File: src/rtl/alu_share_sched.sv
// alu_share_sched: round-robin scheduler that time-shares one N-bit ALU
// between two valid/ready requesters and returns a registered result.
module alu_share_sched #(
    parameter int N     = 4,
    parameter int CNT_W = 8
) (
    input  logic             clk,
    input  logic             reset,
    input  logic             req0_valid,
    input  logic [N-1:0]     req0_a,
    input  logic [N-1:0]     req0_b,
    input  logic [3:0]       req0_f,
    output logic             req0_ready,
    input  logic             req1_valid,
    input  logic [N-1:0]     req1_a,
    input  logic [N-1:0]     req1_b,
    input  logic [3:0]       req1_f,
    output logic             req1_ready,
    output logic             res_valid,
    input  logic             res_ready,
    output logic [N-1:0]     res_y,
    output logic             res_cout,
    output logic             res_ov,
    output logic             res_id,
    output logic             busy,
    output logic [CNT_W-1:0] op_count
);

    typedef enum logic [1:0] {
        IDLE,
        EXEC,
        DONE
    } state_t;

    state_t       state, state_nx;
    logic         rr_last;        // port granted most recently
    logic [N-1:0] op_a, op_b;
    logic [3:0]   op_f;
    logic         op_id;

    logic         grant_any, grant_id;
    logic         accept, deliver;

    logic [N-1:0] bop, logic_y, alu_y;
    logic [N:0]   sum;
    logic         carry, sov, slt, alu_ov;

    // Round-robin arbitration: a lone requester wins, otherwise the port not served last
    always_comb begin
        grant_any = req0_valid | req1_valid;
        grant_id  = 1'b0;
        if (req0_valid && req1_valid) begin
            grant_id = ~rr_last;
        end else if (req1_valid) begin
            grant_id = 1'b1;
        end
    end

    // Next-state and handshake decode; readies are only offered in IDLE and never during reset
    always_comb begin
        state_nx   = state;
        req0_ready = 1'b0;
        req1_ready = 1'b0;
        accept     = 1'b0;
        deliver    = 1'b0;
        unique case (state)
            IDLE: begin
                if (!reset && grant_any) begin
                    accept     = 1'b1;
                    req0_ready = ~grant_id;
                    req1_ready = grant_id;
                    state_nx   = EXEC;
                end
            end
            EXEC: state_nx = DONE;
            DONE: begin
                if (res_valid && res_ready) begin
                    deliver  = 1'b1;
                    state_nx = IDLE;
                end
            end
            default: state_nx = IDLE;
        endcase
    end

    // Shared ALU on the latched operands; flags come from the adder for every code
    always_comb begin
        bop    = op_f[1] ? ~op_b : op_b;
        sum    = {1'b0, op_a} + {1'b0, bop} + {{N{1'b0}}, op_f[1]};
        carry  = sum[N];
        sov    = (op_a[N-1] == bop[N-1]) && (sum[N-1] != op_a[N-1]);
        slt    = op_f[0] ? ~carry : (sum[N-1] ^ sov);
        alu_ov = op_f[0] ? (op_f[1] ^ carry) : sov;
        logic_y = '0;
        case (op_f[1:0])
            2'b00: logic_y = op_a & op_b;
            2'b01: logic_y = op_a | op_b;
            2'b10: logic_y = op_a ^ op_b;
            2'b11: logic_y = ~(op_a | op_b);
            default: logic_y = '0;
        endcase
        if (op_f[2]) begin
            alu_y = logic_y;
        end else if (op_f[3]) begin
            alu_y = {{(N-1){1'b0}}, slt};
        end else begin
            alu_y = sum[N-1:0];
        end
    end

    // State register
    always_ff @(posedge clk or posedge reset) begin
        if (reset) begin
            state <= IDLE;
        end else begin
            state <= state_nx;
        end
    end

    // Operand latch, RR pointer, result register and delivered-result counter
    always_ff @(posedge clk or posedge reset) begin
        if (reset) begin
            rr_last   <= 1'b1;
            op_a      <= '0;
            op_b      <= '0;
            op_f      <= '0;
            op_id     <= 1'b0;
            res_valid <= 1'b0;
            res_y     <= '0;
            res_cout  <= 1'b0;
            res_ov    <= 1'b0;
            res_id    <= 1'b0;
            op_count  <= '0;
        end else begin
            if (accept) begin
                rr_last <= grant_id;
                op_id   <= grant_id;
                op_a    <= grant_id ? req1_a : req0_a;
                op_b    <= grant_id ? req1_b : req0_b;
                op_f    <= grant_id ? req1_f : req0_f;
            end
            if (state == EXEC) begin
                res_valid <= 1'b1;
                res_y     <= alu_y;
                res_cout  <= carry;
                res_ov    <= alu_ov;
                res_id    <= op_id;
            end
            if (deliver) begin
                res_valid <= 1'b0;
                op_count  <= op_count + 1'b1;
            end
        end
    end

    assign busy = (state != IDLE);

endmodule

File: config.mk
export PLATFORM = sky130hd
export DESIGN_NAME = alu_share_sched
export DESIGN_NICKNAME = d
export VERILOG_FILES = /design/src/rtl/alu_share_sched.sv
export SDC_FILE = /design/constraint.sdc
export NUM_CORES = 1
export LEC_CHECK = 0
export BUFFER_PORTS_ARGS = -buffer_cell sky130_fd_sc_hd__buf_2
export CAP_MARGIN = 5
export CORE_MARGIN = 2
export CORE_UTILIZATION = 50
export CTS_BUF_LIST = sky130_fd_sc_hd__clkbuf_4 sky130_fd_sc_hd__clkbuf_8
export DETAILED_ROUTE_END_ITERATION = 12
export GPL_TIMING_DRIVEN = 0
export PLACE_DENSITY = 0.85
export SLEW_MARGIN = 20
export SYNTH_ARGS = -nofsm -noshare
export SYNTH_HDL_FRONTEND = slang
export SYNTH_SLANG_ARGS = --single-unit
File: constraint.sdc
create_clock -name clk -period 3.5 [get_ports clk]
set_input_delay 0.7 -clock clk [delete_from_list [all_inputs] [get_ports clk]]
set_output_delay 0.7 -clock clk [all_outputs]
set_load 0.1 [all_outputs]
Word level (Yosys, flattened, before mapping)
Cells that the tools add are included. W data, S select, Z words.

Register bits: 32. Output and inout bits: 19. Logic and storage cells: 69.

Add/subtract/negate cells: 3. Eq/ne operators: 9. Multiplexer cells: 24. Bitwise logic cells: 11. Reductions and logical operators: 10.

Operators with widths (count): $mux W4 (6); $pmux W4 S4 (1); $mux W1 (14); $add A8 B1 Y8 const B (1); $not A4 Y4 (2); $eq A2 B2 Y1 const B (3); $pmux W2 S3 (1); $add A4 B4 Y5 (1); $add A5 B1 Y5 (1); $and A4 B4 Y4 (1); $eq A2 B1 Y1 const B (2); $logic_and A1 B1 Y1 (4); $logic_not A2 Y1 (2); $mux W2 (2); $ne A2 B2 Y1 const B (2); $or A4 B4 Y4 (1); $reduce_bool A2 Y1 (2); $xor A4 B4 Y4 (1); $not A1 Y1 (3); $reduce_and A2 Y1 (1); $xor A1 B1 Y1 (2); $eq A1 B1 Y1 (1); $logic_not A1 Y1 (1); $ne A1 B1 Y1 (1); $or A1 B1 Y1 (1).

Longest topological paths before layout
Gate-level depths: netlist of run 1.

Word-level depth: 10. Mapped depth: 8. Mapped depth without buffers: 6.

Worst setup path after synthesis of run 1
Ideal clock, no wire load.

Kind: register -> output. Start: register state[0]. End: output req0_ready. Arrival: 2.993 ns. Required time: 2.800 ns. Slack: -0.193 ns. Cell stages (with the launch flop): 6. Cells stage by stage: dfrtp_1 -> or2_1 -> or3_1 -> buf_6 -> buf_6 -> nor2_1.

Cells in the longest elaborated chain, start to end: 2.

RTL lines: start, declared (RTL line 35) `state_t state, state_nx;`; start signal, assigned (RTL line 116) `state <= state_nx;`; $logic_not A2 Y1 (RTL line 66) `unique case (state)`; $mux W1 (RTL line 66); end, declared (RTL line 13) `output logic req0_ready,`.

No other way between the ends.

Worst setup path in the final report of run 1
Ends and elaborated chain as after synthesis.

==> qor.txt, run 1 <==
Routed len/inst = 12.8 um
Largest family of logic cells by synthesized area = simple AND/OR/NAND/NOR gates
Largest net degree at the start of global routing = 33
Arr. time, crit path = 2110 ps
Initial antenna violation count = 0
Critical path class = reg2out
Ports = 48
P&R area growth vs syn = 21.8%
Antenna viol nets, final = 0
Final WL = 3840 um
M3 GR Usage = 4.94%
Crit path max fanout = 10
Mapped Cells = 197
CTS HTree Levels = 2
CP Data Required Time = 2800 ps
Post-synth EDFFs = 0
Max-slew violations = 0
Area of the die = 4410 um2
Startpoint Class = flip-flop
Gr busiest metal = met2
Post-synthesis simple-gate area fraction = 15.0%
Final period utilization = 80.3%
Mux share of post-synthesis cell area = 9.52%
GRT met2 Usage = 31.9%
Hold Path Origin = rr_last
Hold-fix buffers at CTS = 0
Vias in the first global route = 1433
Multi-input gate area = 1040 um2
Top cells by area, synth = dfrtp_1 40%, ha_1 7.7%, mux2i_1 7.2%
Worst Setup End Kind = output port
Max Fclk = 356 MHz
Skew final = 4.21 ps
YS warnings = 0
Sequential area share after synthesis = 41.2%
Clock Sink Count = 32
Final setup violation count = 0
Hold WC Path Type = reg2reg
Final net count = 293
RSZ-0062 raised after global routing = no
Drt pass-1 iters = 4
Hold Vio Cnt, Final = 0
Worst-Margin Slew = 644 ps
Setup tns final = 0 ps
Max-capacitance violation count = 0
Detailed-route vias per instance = 5.28
Placed insts = 292
Die Wd = 66.4 um
FF+latch area = 802 um2
Number of I/O port buffers = 47
Register clock-pin slew on the reported worst setup and hold paths = 60 ps
DRC = 0
Final HPWL DP = 2950 um
Post-synth top area share = 39.9%
M1 GR Usage = 23.9%
#FFs+latches synth = 32
DR iter-0 viols = 49
CTS Buf Count = 5
Hold endpoint = rr_last
Total grt overflow = 0
Reg2reg start = op_f[1]
Die H = 66.4 um
Worst r2r dst = res_ov
TritonCTS clock tree = done
Fraction of layout cells with a size suffix above 1 = 30.2%
Post-Synth Adder-Cell Area = 8.75%
Synth Flop Type = dfrtp_1
Period minus WS final = 2810 ps
Mean area per synthesized cell = 9.88 um2
Cts repair resizes = 0
Synth async-reset ratio = 100%
Core area = 3690 um2
Xor/xnor share of the synthesized area = 7.20%
Clk buf depth = 2
Worst R2R Setup Slack = 1210 ps
Post-CTS setup buffers = 0
Clock root cell = clkbuf_8
Fillers = 323
Netlist cell types = 41
Routability Congestion = 0.812
Hold path cells = 2
Clk_lat worst skew = 290 ps
Hold Slack = 467 ps
Global Route Usage Sum = 19.7%
Compound-Gate Fraction of Synth Area = 12.7%
First-pass GRT wire length = 6380 um
Syn Nets = 239
Slew margin rel. = 57.0%
Initial Util = 52.7%
Reg2Reg Depth = 8
DR vias = 1585
Yosys top cell by area = dfrtp_1
Syn Std Cell Area = 1950 um2
Row count = 22
Ant diodes = 0
Non-Filler Instances = 300
Outcome = finished clean
-- synth_stat cells, types with 4 or more instances --
| cell | count |
|---|---|
| nand2_1 | 32 |
| dfrtp_1 | 31 |
| mux2i_1 | 14 |
| ha_1 | 12 |
| inv_1 | 12 |
| nor2_1 | 9 |
| xor2_1 | 9 |
| o21ai_1 | 7 |
| xnor2_1 | 7 |
| a21oi_1 | 6 |
| o21ai_2 | 5 |
| mux2_2 | 4 |
| nand3_1 | 4 |
| o211ai_1 | 4 |
-- cells by family after synthesis --
family | Yosys count
and+or+nand+nor | 62
AOI/OAI and AO/OA | 35
DFF | 32
buffers and inverters | 21
muxes | 18
xor gates and xnor gates | 16
adders and majority gates | 13
-- worst max-delay path by stage --
stage | from | end
after floorplan | state[0] | req0_ready
after global routing | state[0] | req0_ready
final | state[0] | req0_ready
after CTS | state[0] | req0_ready
after detailed placement | req0_valid | req1_ready
after global placement | req0_valid | req1_ready
-- layout by cell type, fill, tap and decap left out, types with 3 or more instances in the layout --
cell type  count
a21oi_1        6
buf_2         50
buf_6          3
clkbuf_8       7
dfrtp_1       31
ha_1          12
inv_1         11
mux2_2         4
mux2i_1       14
nand2_1       32
nand3_1        4
nand3b_1       3
nor2_1         8
o211ai_1       4
o21ai_1        7
o21ai_2        5
xnor2_1        7
xor2_1         9
-- cell type report --
| type | count | area share, % |
|---|---|---|
| clock inverter | 1 | 1.27 |
| timing repair buffer | 47 | 9.93 |
| buffer | 9 | 2.69 |
| multi-input combinational | 144 | 43.8 |
| tap | 48 | 2.53 |
| sequential | 32 | 33.8 |
| clock buffer | 7 | 4.07 |
| inverter | 12 | 1.90 |
-- sequential cells by signal (all words and copies together), names as in the netlist --
register,count
op_f,4
op_id,1
op_b,4
res_y,4
res_ov,1
state,2
res_cout,1
op_count,8
op_a,4
res_valid,1
res_id,1
rr_last,1
-- through the flow --
stage	cell area, um2	setup WS (ps)	util [%]
floorplan	1950	270	-
global placement	2240	737	60.8
detailed placement	2240	703	60.8
CTS	2370	672	64.2
global route	2370	602	64.2
finish	2370	690	64.2
-- layer usage --
layer  up-vias  share of wire, %  routed length, um
met5         -                 0                  0
li1        794                 -                  -
met2        46                48               1850
met3         8               5.2                200
met4         0               2.0                 77
met1       737                45               1710
-- critical path, cell delays in order, from the launching register on --
cell,delay [ps]
dfrtp_1,410
or2_1,250
or3_1,320
buf_6,150
buf_6,140
nor2_2,110
buf_2,430
Power of run 1 is not shown: default switching activity piles up to over one toggle a cycle in this logic, so the estimate is an artifact.
==> run 2: changes to the inputs <==
ABC_AREA = 1   (was not set)
PLACE_DENSITY = 0.84   (was 0.85)
clock period = 2.75 ns   (was 3.5 ns; I/O delays follow)
==> run 2 against run 1 <==
Final area is 3.6% higher. Cell count up 17%. Non-clock buffer count up 2. Register-to-register slack got worse by 550 ps. First-iteration DRC count increased to 3.1 times the previous value. Clock skew is 0.68 ps higher. Critical path depth rose by 2. Core utilization fell by 2.0 points. Synthesized cell count increased by 21%. Global-route usage rose by 1.1 points. Routed wire length up 13%. Critical path type is now in2out.
==> qor.txt, run 2 <==
Outcome = finished clean
Hold Vio Cnt, Final = 0 (unchanged)
M3 GR Usage = 4.33% (-0.61 points)
Period minus WS final = 2380 ps
Global Route Usage Sum = 20.8% (+1.1 points)
Sequential area share after synthesis = 39.9% (-1.3 points)
Most frequent cells in the layout = 65 x nand2_1, 48 x buf_2, 31 x dfrtp_1
Arr. time, crit path = 1830 ps (-280 ps)
Largest net degree at the start of global routing = 18 (-45%)
Mean area per synthesized cell = 8.40 um2 (-15%)
Top cells by area, synth = dfrtp_1 39%, nand2_1 12%, ha_1 7.5%
DR iter-0 viols = 154 (+210%)
Critical path class = in2out
Slew margin rel. = 50.6% (-6.4 points)
Worst r2r dst = res_y[0]
Initial Util = 50.9% (-1.8 points)
DRC = 0 (unchanged)
Ant diodes = 0 (unchanged)
Clk buf depth = 2 (unchanged)
CTS HTree Levels = 2 (unchanged)
Hold-fix buffers at CTS = 0 (unchanged)
Area of the die = 4540 um2 (+3.0%)
Synth Flop Type = dfrtp_1
CP Data Required Time = 2200 ps (-600 ps)
Final period utilization = 86.5%
Post-synth EDFFs = 0 (unchanged)
Final setup violation count = 0 (unchanged)
GRT met2 Usage = 33.9% (+2.0 points)
Worst-Margin Slew = 737 ps (+93.1 ps)
Clock Sink Count = 32 (unchanged)
Number of I/O port buffers = 47 (unchanged)
Count leader, synth = nand2_1
Worst Setup End Kind = output port
Commonest non-fill, non-tap cell in the layout = nand2_1
Final WL = 4350 um (+13%)
DR vias = 1787 (+13%)
Syn Nets = 281 (+18%)
Die H = 67.4 um (+1.5%)
Leading cell types by count after synthesis = 65 x nand2_1, 31 x dfrtp_1, 28 x inv_1
TritonCTS clock tree = done
Reg2reg start = op_f[1]
Final net count = 341 (+16%)
Worst R2R Setup Slack = 660 ps (-550 ps)
Mapped Cells = 239 (+21%)
P&R area growth vs syn = 22.2%
Routability Congestion = 0.838 (+3.3%)
Syn Std Cell Area = 2010 um2 (+3.2%)
Reg2Reg Depth = 12 (+4)
Vias in the first global route = 1584 (+11%)
Detailed-route vias per instance = 5.11 (-3.4%)
Antenna viol nets, final = 0 (unchanged)
Hold Slack = 336 ps (-131 ps)
Yosys top cell by area = dfrtp_1
Startpoint Class = input pin
Row count = 23 (+4.5%)
Post-synth top area share = 38.6% (-1.2 points)
YS warnings = 0 (unchanged)
Initial antenna violation count = 0 (unchanged)
Largest register FFs = 8 (unchanged)
Largest Register = op_count
Gr busiest metal = met2
Max Fclk = 420 MHz
Routed len/inst = 12.4 um (-2.9%)
M1 GR Usage = 27.7% (+3.9 points)
Drt pass-1 iters = 4 (unchanged)
Clock root cell = clkbuf_8
Crit path max fanout = 10 (unchanged)
CTS Buf Count = 5 (unchanged)
RSZ-0062 raised after global routing = no
Ports = 48 (unchanged)
#FFs+latches synth = 32 (unchanged)
Fin util = 62.3% (-2.0 points)
Core area = 3940 um2 (+6.9%)
Synth async-reset ratio = 100% (unchanged)
Max-slew violations = 0 (unchanged)
Netlist cell types = 31 (-24%)
Skew final = 4.89 ps (+0.682 ps)
Die Wd = 67.4 um (+1.5%)
Fillers = 346 (+7.1%)
Register clock-pin slew on the reported worst setup and hold paths = 60 ps (about the same)
Clk_lat worst skew = 280 ps (about the same)
Total grt overflow = 0 (unchanged)
Final HPWL DP = 3200 um (+8.4%)
Max-capacitance violation count = 0 (unchanged)
Fraction of layout cells with a size suffix above 1 = 32.0% (+1.8 points)
First-pass GRT wire length = 7080 um (+11%)
Hold WC Path Type = in2async
[run 2: changes by cell type after synthesis, moves of 6 or more]
cell	before	now
nand2_1	32	65
inv_1	12	28
mux2i_1	14	0
nand3_1	4	17
nand2_2	0	9
o211ai_2	0	9
nor2_1	9	17
o21ai_1	7	0
o21ai_0	2	8
xnor2_1	7	1
[run 2: cells by family (layout without fill, tap and decap cells)]
family                   Yosys count  count (layout)  share of synthesized area, %
AND/OR/NAND/NOR                  120             120                          28.3
XOR/XNOR                           9               9                          3.93
flip-flops                        32              32                          39.9
buffers and inverters             36              97                          8.16
AO/OA/AOI/OAI                     29              29                          11.2
adder cells (fa/ha/maj)           13              13                          8.47
[run 2: per-stage QoR]
stage | worst slack [ps] | cell area (um2) | std cells | setup TNS [ps]
5_1_grt | 282 | 2450 | 350 | 0
6_report | 370 | 2450 | 350 | 0
3_5_place_dp | -261 | 2310 | 336 | -520
3_3_place_gp | -263 | 2310 | 336 | -515
2_1_floorplan | 429 | 2010 | 239 | 0
4_1_cts | 9.50 | 2410 | 345 | 0
[run 2: layout make-up]
class                      count  area [um2]  share of cell area [%]
buffer                         6        48.8                    1.99
clock buffer                   8        97.6                    3.98
inverter                      30         119                    4.84
multi-input combinational    171        1040                    42.5
sequential                    32         802                    32.7
tap                           50        62.6                    2.55
timing repair buffer          52         278                    11.3
timing repair inverter         1        5.00                   0.204
[run 2: repair_timing]
action                     in CTS  in global routing
cloned                          1                  0
hold endpoints to repair        0                  0
gates resized for setup         0                  2
buffers inserted                0                  5
setup endpoints to repair       2                  2
[run 2: routing by layer]
metal,routed length [um],vias up
met5,0,-
met4,44,0
met3,277,4
met2,2130,64
met1,1900,836
li1,-,883
[run 2: worst max-delay path by stage]
| stage | from | end | depth (start not counted) |
|---|---|---|---|
| 6_report | reset | req1_ready | 8 |
| 4_1_cts | reset | req1_ready | 8 |
| 5_1_grt | rr_last | req0_ready | 6 |
| 3_5_place_dp | reset | req1_ready | 8 |
| 2_1_floorplan | reset | req0_ready | 6 |
| 3_3_place_gp | reset | req1_ready | 8 |
[run 2: critical path, stage by stage]
cell	delay (ps)
buf_2	140
clkinvlp_4	120
o21ai_0	140
nor2_4	160
inv_4	90
nor2_8	110
buf_8	160
clkbuf_4	340
Power of run 2 is left out for the same reason.
==> run 3: changes to the inputs <==
PLACE_DENSITY = 0.73   (was 0.84)
==> run 3 against run 2 <==
Sequential cell count unchanged. Register-to-register slack about the same. Setup slack got worse by 24 ps. Clock-buffer cell count decreased by 2. Routed wire length decreased by 3.2%. Critical path depth unchanged. Cell count increased by 0.29%. Clock skew increased by 3.6 ps. Final area increased by 0.87%. Hold slack got worse by 140 ps. Critical endpoint unchanged.
==> qor.txt, run 3 (same netlist as run 2, synthesis figures left out) <==
Outcome = finished clean
CP Data Required Time = 2200 ps (about the same)
Die Wd = 67.4 um (unchanged)
Crit path max fanout = 10 (unchanged)
First-pass GRT wire length = 6960 um (-1.8%)
Initial Util = 50.9% (unchanged)
Number of I/O port buffers = 47 (unchanged)
Final period utilization = 87.4% (+0.87 points)
Global Route Usage Sum = 20.7% (-0.023 points)
Most frequent cells in the layout = 65 x nand2_1, 48 x buf_2, 31 x dfrtp_1
Hold Slack = 199 ps (-136 ps)
Fin util = 62.8% (+0.54 points)
Crit-path max cell delay = 300 ps (-40 ps)
Worst Setup End Kind = output port
Routed len/inst = 12.0 um (-3.5%)
Fillers = 370 (+6.9%)
Core area = 3940 um2 (unchanged)
Vias in the first global route = 1550 (-2.1%)
Ant diodes = 0 (unchanged)
Register clock-pin slew on the reported worst setup and hold paths = 70 ps (about the same)
Detailed-route vias per instance = 4.96 (-2.9%)
Die H = 67.4 um (unchanged)
Clock root cell = clkbuf_8
Largest net degree at the start of global routing = 18 (unchanged)
Ports = 48 (unchanged)
Final WL = 4210 um (-3.2%)
Largest Register = op_count
Fraction of layout cells with a size suffix above 1 = 32.2% (+0.23 points)
Reg2Reg Depth = 12 (unchanged)
CTS Buf Count = 5 (unchanged)
Initial antenna violation count = 0 (unchanged)
Slew margin rel. = 51.2% (+0.55 points)
Total grt overflow = 0 (unchanged)
Dpl cell area = 2310 um2 (unchanged)
Clock Sink Count = 32 (unchanged)
Skew final = 8.48 ps (+3.59 ps)
Max Fclk = 416 MHz (-1.0%)
Final instance area = 2480 um2 (+0.87%)
Row count = 23 (unchanged)
Final setup violation count = 0 (unchanged)
FF+latch area = 802 um2 (unchanged)
CP Cell Sequence = buf_2 -> clkinvlp_4 -> o21ai_0 -> nor2_4 -> inv_4 -> nor2_8 -> buf_8 -> buf_4
Worst-Margin Slew = 729 ps (-8.17 ps)
Final HPWL DP = 3040 um (-4.8%)
Routability Congestion = 0.854 (+1.9%)
TritonCTS clock tree = done
Clk_lat worst skew = 290 ps (about the same)
Commonest non-fill, non-tap cell in the layout = nand2_1
Period minus WS final = 2400 ps (+24.0 ps)
Final net count = 342 (+0.29%)
Antenna viol nets, final = 0 (unchanged)
Drt pass-1 iters = 4 (unchanged)
Clk buf depth = 2 (unchanged)
CTS HTree Levels = 2 (unchanged)
Hold Vio Cnt, Final = 0 (unchanged)
Startpoint Class = input pin
DR iter-0 viols = 95 (-38%)
Multi-input gate area = 1040 um2 (unchanged)
Arr. time, crit path = 1850 ps (+20 ps)
P&R area growth vs syn = 23.3%
Area of the die = 4540 um2 (unchanged)
Max-slew violations = 0 (unchanged)
Critical path class = in2out
DRC = 0 (unchanged)
Slowest stage cell, crit path = buf_4
DR vias = 1741 (-2.6%)
Hold WC Path Type = in2async
RSZ-0062 raised after global routing = no
Max-capacitance violation count = 0 (unchanged)
Largest register FFs = 8 (unchanged)
## run 3: metrics by stage
stage	TNS, ps	std cells	setup WS (ps)
6_report	0	351	346
3_3_place_gp	-563	336	-283
2_1_floorplan	0	239	429
4_1_cts	0	345	101
3_5_place_dp	-587	336	-298
5_1_grt	0	351	237
## run 3: what timing repair did
action,4_1_cts,5_1_grt
hold buffers,0,0
cloned,1,0
setup buffers,0,6
setup endpoints to repair,2,1
gates resized for setup,2,0
hold endpoints to repair,0,0
## run 3: routing by layer
metal	part of all wire [%]	vias up	global-route usage, %
met5	0	-	0
met4	1.4	0	9.18
met3	6.6	7	3.67
met2	47	54	33.2
met1	45	787	27.5
li1	-	893	-
## run 3: cell type report
cell class	count	share of cell area [%]
buffer	6	1.97
clock buffer	6	3.08
clock inverter	2	1.41
inverter	30	4.80
multi-input combinational	171	42.1
sequential	32	32.4
tap	50	2.53
timing repair buffer	53	11.5
timing repair inverter	1	0.202
## run 3: worst paths after layout
kind / start / to / slack [ps]
worst min register to register: res_y[0] / res_y[0] / 480
worst max register to register: op_f[1] / res_y[0] / 670
max in group asynchronous: reset / rr_last / 2000
worst max-delay path: reset / req1_ready / 350
worst min-delay path: reset / op_id / 200
min in group clk: req0_f[2] / op_f[2] / 470
## run 3: critical path: cells and delay by family
| kind | cells | cell delay (ps) |
|---|---|---|
| buf+inv | 5 | 840 |
| simple gates | 2 | 280 |
| compound gates | 1 | 170 |
Power of run 3 is left out for the same reason.
